==> src/rtl/mem_arbiter_pkg.sv <==
// Shared encodings for the two-slot cache-miss arbiter: FSM states, slot ids
// and the {write, read} flag bit positions.
package mem_arbiter_pkg;
  typedef enum logic [1:0] {ST_IDLE, ST_RD, ST_WR, ST_DONE} state_t;

  localparam logic SLOT_D    = 1'b0;
  localparam logic SLOT_I    = 1'b1;
  localparam int   READ_BIT  = 0;
  localparam int   WRITE_BIT = 1;
endpackage

==> src/rtl/mem_arbiter_if.sv <==
// Cache-side packed miss ports plus the byte-wide RAM bus, bundled together.
interface mem_arbiter_if #(parameter int RAM_ADDR_WIDTH = 17);
  logic [3:0]                mem_rw_flag_i;
  logic [63:0]               mem_addr_i;
  logic [63:0]               mem_r_data_o;
  logic [63:0]               mem_w_data_i;
  logic [7:0]                mem_w_mask_i;
  logic [1:0]                mem_busy_o;
  logic [1:0]                mem_done_o;
  logic                      ram_en_o;
  logic                      ram_we_o;
  logic [RAM_ADDR_WIDTH-1:0] ram_addr_o;
  logic [7:0]                ram_w_data_o;
  logic [7:0]                ram_r_data_i;

  modport slave (
    input  mem_rw_flag_i, mem_addr_i, mem_w_data_i, mem_w_mask_i, ram_r_data_i,
    output mem_r_data_o, mem_busy_o, mem_done_o,
    output ram_en_o, ram_we_o, ram_addr_o, ram_w_data_o
  );

  modport master (
    output mem_rw_flag_i, mem_addr_i, mem_w_data_i, mem_w_mask_i, ram_r_data_i,
    input  mem_r_data_o, mem_busy_o, mem_done_o,
    input  ram_en_o, ram_we_o, ram_addr_o, ram_w_data_o
  );
endinterface

==> src/rtl/mem_arbiter.sv <==
// Serves the DCACHE (slot 0, priority) and ICACHE (slot 1) miss ports over a
// byte-wide RAM: each 32-bit access becomes four little-endian byte cycles.
module mem_arbiter
  import mem_arbiter_pkg::*;
#(
  parameter int RAM_ADDR_WIDTH = 17,
  parameter int RD_LATENCY     = 1
) (
  input logic          clk,
  input logic          rst,
  mem_arbiter_if.slave bus
);
  localparam int         AW      = RAM_ADDR_WIDTH;
  localparam logic [2:0] RD_LAST = 3'(3 + RD_LATENCY);

  state_t           r_state;
  logic [2:0]       r_cnt;
  logic             r_slot;
  logic [AW-1:0]    r_base;
  logic [31:0]      r_wdata;
  logic [3:0]       r_mask;
  logic [23:0]      r_buf;
  logic [1:0][31:0] r_rdata;
  logic [1:0]       r_busy;
  logic [1:0]       r_done;
  logic             r_ram_en;
  logic             r_ram_we;
  logic [AW-1:0]    r_ram_addr;
  logic [7:0]       r_ram_wdata;

  logic [1:0][1:0]  w_flag;
  logic [1:0][31:0] w_addr;
  logic [1:0][31:0] w_wdata;
  logic [1:0][3:0]  w_mask;
  logic             w_req_d;
  logic             w_req_i;
  logic             w_sel;
  logic [2:0]       w_nxt;
  logic [AW-1:0]    w_nxt_addr;
  logic [1:0]       w_cap_idx;

  assign w_flag     = bus.mem_rw_flag_i;
  assign w_addr     = bus.mem_addr_i;
  assign w_wdata    = bus.mem_w_data_i;
  assign w_mask     = bus.mem_w_mask_i;
  assign w_req_d    = w_flag[SLOT_D][READ_BIT] | w_flag[SLOT_D][WRITE_BIT];
  assign w_req_i    = w_flag[SLOT_I][READ_BIT] | w_flag[SLOT_I][WRITE_BIT];
  assign w_sel      = w_req_d ? SLOT_D : SLOT_I;
  assign w_nxt      = r_cnt + 3'd1;
  assign w_nxt_addr = r_base + AW'(w_nxt);
  assign w_cap_idx  = 2'(r_cnt - 3'(RD_LATENCY));

  // Request address bits above the RAM width are intentionally dropped.
  if (AW < 32) begin : g_unused
    logic w_unused_addr;
    assign w_unused_addr = ^{w_addr[1][31:AW], w_addr[0][31:AW]};
  end

  // Outputs are registered: each branch loads what the next cycle presents.
  always_ff @(posedge clk) begin
    if (!rst) begin
      r_state     <= ST_IDLE;
      r_cnt       <= '0;
      r_slot      <= 1'b0;
      r_base      <= '0;
      r_wdata     <= '0;
      r_mask      <= '0;
      r_buf       <= '0;
      r_rdata     <= '0;
      r_busy      <= '0;
      r_done      <= '0;
      r_ram_en    <= 1'b0;
      r_ram_we    <= 1'b0;
      r_ram_addr  <= '0;
      r_ram_wdata <= '0;
    end else begin
      case (r_state)
        ST_IDLE: begin
          if (w_req_d || w_req_i) begin
            r_slot         <= w_sel;
            r_base         <= w_addr[w_sel][AW-1:0];
            r_wdata        <= w_wdata[w_sel];
            r_mask         <= w_mask[w_sel];
            r_cnt          <= '0;
            r_busy[w_sel]  <= 1'b1;
            r_ram_addr     <= w_addr[w_sel][AW-1:0];
            // 2'b11 resolves to a write.
            if (w_flag[w_sel][WRITE_BIT]) begin
              r_state     <= ST_WR;
              r_ram_en    <= w_mask[w_sel][0];
              r_ram_we    <= 1'b1;
              r_ram_wdata <= w_wdata[w_sel][7:0];
            end else begin
              r_state     <= ST_RD;
              r_ram_en    <= 1'b1;
              r_ram_we    <= 1'b0;
            end
          end
        end
        ST_RD: begin
          if (r_cnt == RD_LAST) begin
            r_rdata[r_slot] <= {bus.ram_r_data_i, r_buf};
            r_done[r_slot]  <= 1'b1;
            r_state         <= ST_DONE;
            r_ram_en        <= 1'b0;
            r_ram_addr      <= '0;
          end else begin
            if (r_cnt >= 3'(RD_LATENCY))
              r_buf[8*w_cap_idx +: 8] <= bus.ram_r_data_i;
            r_cnt      <= w_nxt;
            r_ram_en   <= (w_nxt <= 3'd3);
            r_ram_addr <= (w_nxt <= 3'd3) ? w_nxt_addr : '0;
          end
        end
        ST_WR: begin
          if (r_cnt == 3'd3) begin
            r_done[r_slot] <= 1'b1;
            r_state        <= ST_DONE;
            r_ram_en       <= 1'b0;
            r_ram_we       <= 1'b0;
            r_ram_addr     <= '0;
            r_ram_wdata    <= '0;
          end else begin
            r_cnt       <= w_nxt;
            r_ram_en    <= r_mask[w_nxt[1:0]];
            r_ram_addr  <= w_nxt_addr;
            r_ram_wdata <= r_wdata[8*w_nxt[1:0] +: 8];
          end
        end
        ST_DONE: begin
          r_done  <= '0;
          r_busy  <= '0;
          r_state <= ST_IDLE;
        end
        default: r_state <= ST_IDLE;
      endcase
    end
  end

  assign bus.mem_r_data_o = r_rdata;
  assign bus.mem_busy_o   = r_busy;
  assign bus.mem_done_o   = r_done;
  assign bus.ram_en_o     = r_ram_en;
  assign bus.ram_we_o     = r_ram_we;
  assign bus.ram_addr_o   = r_ram_addr;
  assign bus.ram_w_data_o = r_ram_wdata;
endmodule
==> src/flat_wrapper.sv <==
// flat-port wrapper written by rule: the top's interface ports become plain ports
module mem_arbiter_flat import mem_arbiter_pkg::*;
#(
  parameter int RAM_ADDR_WIDTH = 17,
  parameter int RD_LATENCY     = 1
)
  (clk, rst, bus_mem_rw_flag_i, bus_mem_addr_i, bus_mem_w_data_i, bus_mem_w_mask_i, bus_ram_r_data_i, bus_mem_r_data_o, bus_mem_busy_o, bus_mem_done_o, bus_ram_en_o, bus_ram_we_o, bus_ram_addr_o, bus_ram_w_data_o);
  mem_arbiter_if #(.RAM_ADDR_WIDTH(RAM_ADDR_WIDTH)) bus_i ();
  input logic clk;
  input logic rst;
  input wire logic [$bits(bus_i.mem_rw_flag_i)-1:0] bus_mem_rw_flag_i;
  input wire logic [$bits(bus_i.mem_addr_i)-1:0] bus_mem_addr_i;
  input wire logic [$bits(bus_i.mem_w_data_i)-1:0] bus_mem_w_data_i;
  input wire logic [$bits(bus_i.mem_w_mask_i)-1:0] bus_mem_w_mask_i;
  input wire logic [$bits(bus_i.ram_r_data_i)-1:0] bus_ram_r_data_i;
  output wire logic [$bits(bus_i.mem_r_data_o)-1:0] bus_mem_r_data_o;
  output wire logic [$bits(bus_i.mem_busy_o)-1:0] bus_mem_busy_o;
  output wire logic [$bits(bus_i.mem_done_o)-1:0] bus_mem_done_o;
  output wire logic [$bits(bus_i.ram_en_o)-1:0] bus_ram_en_o;
  output wire logic [$bits(bus_i.ram_we_o)-1:0] bus_ram_we_o;
  output wire logic [$bits(bus_i.ram_addr_o)-1:0] bus_ram_addr_o;
  output wire logic [$bits(bus_i.ram_w_data_o)-1:0] bus_ram_w_data_o;
  assign bus_i.mem_rw_flag_i = bus_mem_rw_flag_i;
  assign bus_i.mem_addr_i = bus_mem_addr_i;
  assign bus_i.mem_w_data_i = bus_mem_w_data_i;
  assign bus_i.mem_w_mask_i = bus_mem_w_mask_i;
  assign bus_i.ram_r_data_i = bus_ram_r_data_i;
  assign bus_mem_r_data_o = bus_i.mem_r_data_o;
  assign bus_mem_busy_o = bus_i.mem_busy_o;
  assign bus_mem_done_o = bus_i.mem_done_o;
  assign bus_ram_en_o = bus_i.ram_en_o;
  assign bus_ram_we_o = bus_i.ram_we_o;
  assign bus_ram_addr_o = bus_i.ram_addr_o;
  assign bus_ram_w_data_o = bus_i.ram_w_data_o;
  mem_arbiter #(.RAM_ADDR_WIDTH(RAM_ADDR_WIDTH), .RD_LATENCY(RD_LATENCY)) u_core (.clk(clk), .rst(rst), .bus(bus_i));
endmodule
==> config.mk <==
export PLATFORM = sky130hd
export DESIGN_NAME = mem_arbiter_flat
export DESIGN_NICKNAME = d
export VERILOG_FILES = /design/src/rtl/mem_arbiter_pkg.sv /design/src/rtl/mem_arbiter_if.sv /design/src/rtl/mem_arbiter.sv /design/src/flat_wrapper.sv
export SDC_FILE = /design/constraint.sdc
export NUM_CORES = 1
export LEC_CHECK = 0
export CORE_UTILIZATION = 40
export DETAILED_ROUTE_END_ITERATION = 10
export GPL_TIMING_DRIVEN = 0
export PLACE_DENSITY_LB_ADDON = 0.1
export SETUP_SLACK_MARGIN = 0.05
export SYNTH_ARGS = -nofsm -noshare
export SYNTH_HDL_FRONTEND = slang
export SYNTH_SLANG_ARGS = --single-unit
export TNS_END_PERCENT = 10
==> constraint.sdc <==
create_clock -name clk -period 2.67 [get_ports clk]
set_input_delay 0.534 -clock clk [delete_from_list [all_inputs] [get_ports clk]]
set_output_delay 0.534 -clock clk [all_outputs]
set_load 0.005 [all_outputs]
==> results.md <==
* Total half-perimeter wirelength after legalization and detailed placement at 18,000 microns
* Area growth, synth to finish at 40.1%
* Final hold violation count at 0
* Count of yosys warnings during synthesis at 0
* Main combinational cell family by area after synthesis: compound AO/OA/AOI/OAI gates
* Flip-flop cell with the highest count after synthesis: sky130_fd_sc_hd__dfxtp_1
* Outcome: finished clean
* Clock-pin slew on the worst setup and hold paths at 0.07 ns
* Total Nets Final at 1,328
* Number of buffers created by CTS at 17
* Cell area after technology mapping at 0.00778 sq mm
* Fmax at 390 MHz
* Final worst path period share at 96.0%
* Num rows at 50
* DRT antenna net count at 0
* Net load switching power at 3.22 mW
* Maxcap violations at 0
* Worst VDD drop at 0.522 mV
* Setup total negative slack at 0 ns
* Clock insertion delay at the later pin of the skew report at 0.44 ns
* Most frequent standard cell in the layout excluding fill and tap cells: sky130_fd_sc_hd__clkdlybuf4s50_1
* Critical path class: flip-flop to flip-flop
* Via count of the first global-routing pass at 6,718
* Top fanout value on the critical path at 10
* Per-cell routed wire length at 16.5 microns
* Complex-gate fraction of the synthesized area at 21.8%
* Number of primary I/O pins at 245
* Fraction of final layout cells with drive strength greater than 1 at 6.30%
* Worst max-slew margin expressed relative to the limit at 51.7%
* H-tree lvl count at 4
* Input/output buffers at 214
* Area enclosed by the die boundary at 0.0200 sq mm
* Post-synth cell types at 50
* Count of inserted antenna diode cells at 0
* Post-detailed-route DRC marker count at 0
* Post-synthesis sequential area ratio at 45.8%
* Worst clock skew at 0.0120 ns
* Power share of the combinational group at 33.5%
* Count of TritonRoute iterations in the first routing pass at 5
* Number of inserted filler cells in the final layout at 1,791
* Switch share at 34.1%
* Internal power contribution at 6.23 mW
* Maximum root-to-sink buffer count at 2
* Number of antenna violations at the first check in global routing at 0
* Pin count of the biggest net entering global routing at 17
* First-pass GRT wire length at 37,000 microns
* Core region area at 0.0189 sq mm
* Transition at the pin with the smallest max-transition slack at 0.722 ns
* Area fraction in and, or, nand and nor cells after synthesis at 17.4%
* Mapped Avg Cell Area at 8.38 sq um
* Drt total wl at 23,700 microns
* Detailed Route Iter0 Violations at 549
* Critical Path Start Type: flip-flop
* Weighted congestion at the end of routability-driven global placement at 0.841
* Initial Util at 41.2%
* Type of the tightest min-delay check: flip-flop to flip-flop
* Static power due to leakage at 3.90 nW
* DR vias at 7,316
* Detailed-route vias per instance at 5.10
* Post-layout utilization of the core at 57.7%
* Yosys reg bits at 178
* Share of cell area taken by muxes after synthesis at 6.37%
* XOR/XNOR Fraction of Synth Area at 1.24%
* Final worst path period need at 2.56 ns
* Horizontal extent of the die at 141 microns
* Most frequent cells in the layout: 214 x sky130_fd_sc_hd__clkdlybuf4s50_1, 177 x sky130_fd_sc_hd__dfxtp_1, 169 x sky130_fd_sc_hd__nand2_1
* Setup repair after global routing missed its margin: true
* Die H at 141 microns
* Net count after synthesis at 1,095
* Arrival time reported for the critical path endpoint at 2.88 ns
* Final setup vio count at 0
* Cts-stage hold buffer count at 0
* Worst-case register-to-register setup slack at 0.11 ns
* CTS tree: yes
* Async S/R FF share, synth at 0%
* Kind of end point of the critical path: flip-flop
* Max-slew violations at 0
* Post-synth EDFFs at 0
* Worst Path Required at 2.99 ns
* Sequential group share of total power at 38.4%
* Clock Root Buffer: sky130_fd_sc_hd__clkbuf_16
* Clock network fraction of design power at 28.1%
* Fraction of the mapped netlist area in adder cells at 2.83%
* CTS Sinks at 178
* Overall overflow remaining after global route at 0
* Syn Inst Count at 928
* Global-route usage over all layers at 23.9%
* Pwr/cell area at 867 mW/mm^2
-- area by class of cell --
cell class	count	area [sq um]	share of cell area [%]
Buffer	70	322	2.95
Clock buffer	19	453	4.16
Clock inverter	13	179	1.64
Inverter	10	37.5	0.344
Multi-Input combinational cell	670	3870	35.5
Sequential cell	178	3560	32.7
Tap cell	260	325	2.99
Timing Repair Buffer	214	2140	19.7
-- flip-flops by register name, summed over array words and instances (netlist names) --
name / cells
u_core.bus.ram_we_o: 1
u_core.r_slot: 1
u_core.r_mask: 4
u_core.bus.ram_addr_o: 17
u_core.bus.ram_en_o: 1
u_core.r_wdata: 32
u_core.r_state: 2
u_core.bus.mem_busy_o: 2
u_core.r_base: 17
u_core.bus.mem_done_o: 2
u_core.r_buf: 24
u_core.bus.mem_r_data_o: 64
u_core.bus.ram_w_data_o: 8
u_core.r_cnt: 3
-- per-layer routing --
layer | GRT usage (%) | up-vias | wire length, microns
li1 | - | 3702 | -
met1 | 32.5 | 3382 | 11100
met2 | 39.0 | 216 | 11100
met3 | 4.15 | 16 | 1190
met4 | 6.96 | 0 | 225
met5 | 0 | - | 0
-- power by group through the flow --
stage | sequential, mW | clock [mW] | combinational (mW)
4_1_cts | 3.62 | 2.67 | 3.15
6_report | 3.63 | 2.65 | 3.17
2_1_floorplan | 3.56 | 0 | 1.94
5_1_grt | 3.69 | 2.78 | 3.46
3_3_place_gp | 3.67 | 0 | 3.08
3_5_place_dp | 3.67 | 0 | 3.11
-- cells in the mapped netlist (5+ instances only) --
cell type,number,share of area [%]
sky130_fd_sc_hd__a211oi_1,31,3.0
sky130_fd_sc_hd__a21oi_1,105,6.8
sky130_fd_sc_hd__a22oi_1,24,2.3
sky130_fd_sc_hd__a311oi_1,27,3.0
sky130_fd_sc_hd__buf_2,17,1.1
sky130_fd_sc_hd__buf_4,6,0.58
sky130_fd_sc_hd__clkbuf_1,45,2.2
sky130_fd_sc_hd__dfxtp_1,178,46
sky130_fd_sc_hd__ha_1,16,2.6
sky130_fd_sc_hd__inv_1,10,0.48
sky130_fd_sc_hd__mux2i_1,27,3.5
sky130_fd_sc_hd__mux4_2,6,1.7
sky130_fd_sc_hd__nand2_1,169,8.2
sky130_fd_sc_hd__nand3_1,8,0.51
sky130_fd_sc_hd__nor2_1,117,5.6
sky130_fd_sc_hd__nor2b_1,5,0.40
sky130_fd_sc_hd__o21ai_0,67,4.3
sky130_fd_sc_hd__xnor2_1,7,0.79
-- path summary, 6_finish.rpt --
path                                 start                  endpoint  depth (start not counted)
setup / recovery           u_core.r_cnt[0]  u_core.bus.ram_addr_o[9]                          9
hold / removal    u_core.bus.mem_done_o[0]  u_core.bus.mem_done_o[0]                          2
setup reg to reg           u_core.r_cnt[0]  u_core.bus.ram_addr_o[9]                          9
hold reg to reg   u_core.bus.mem_done_o[0]  u_core.bus.mem_done_o[0]                          2
-- through the flow --
step                      total power, mW  cell area [sq um]  hold slack, ns  setup WS (ns)  instances
after global placement               6.75              10200           0.438         -0.253       1402
after floorplan                      5.49               7780           0.440          0.299        928
final                                9.45              10900           0.449          0.108       1434
after detailed placement             6.78              10200           0.447         -0.275       1402
after global routing                 9.93              10900           0.473        -0.0449       1434
after CTS                            9.45              10900           0.456          0.126       1434
-- kinds of logic (layout without fill, tap and decap cells) --
| kind of cell | count (synthesis) | count (layout) |
|---|---|---|
| compound gates | 278 | 278 |
| flops | 178 | 178 |
| xor+xnor | 11 | 11 |
| buf+inv | 80 | 326 |
| mux | 37 | 37 |
| simple gates | 327 | 327 |
| fa+ha+maj | 17 | 17 |
-- repair_timing --
action,in CTS,in global routing
buffers inserted,0,0
endpoints found under the setup margin,38,10
gates resized for setup,3,2
-- critical path, stage by stage, from the launching register on --
cell	delay [ns]
sky130_fd_sc_hd__dfxtp_2	0.47
sky130_fd_sc_hd__inv_1	0.26
sky130_fd_sc_hd__ha_4	0.42
sky130_fd_sc_hd__or3b_1	0.38
sky130_fd_sc_hd__a31oi_1	0.24
sky130_fd_sc_hd__nor2b_1	0.09
sky130_fd_sc_hd__buf_6	0.15
sky130_fd_sc_hd__buf_6	0.14
sky130_fd_sc_hd__a21oi_1	0.21
sky130_fd_sc_hd__nor2_1	0.08
Note: power is estimated with default switching activity, not from simulation.
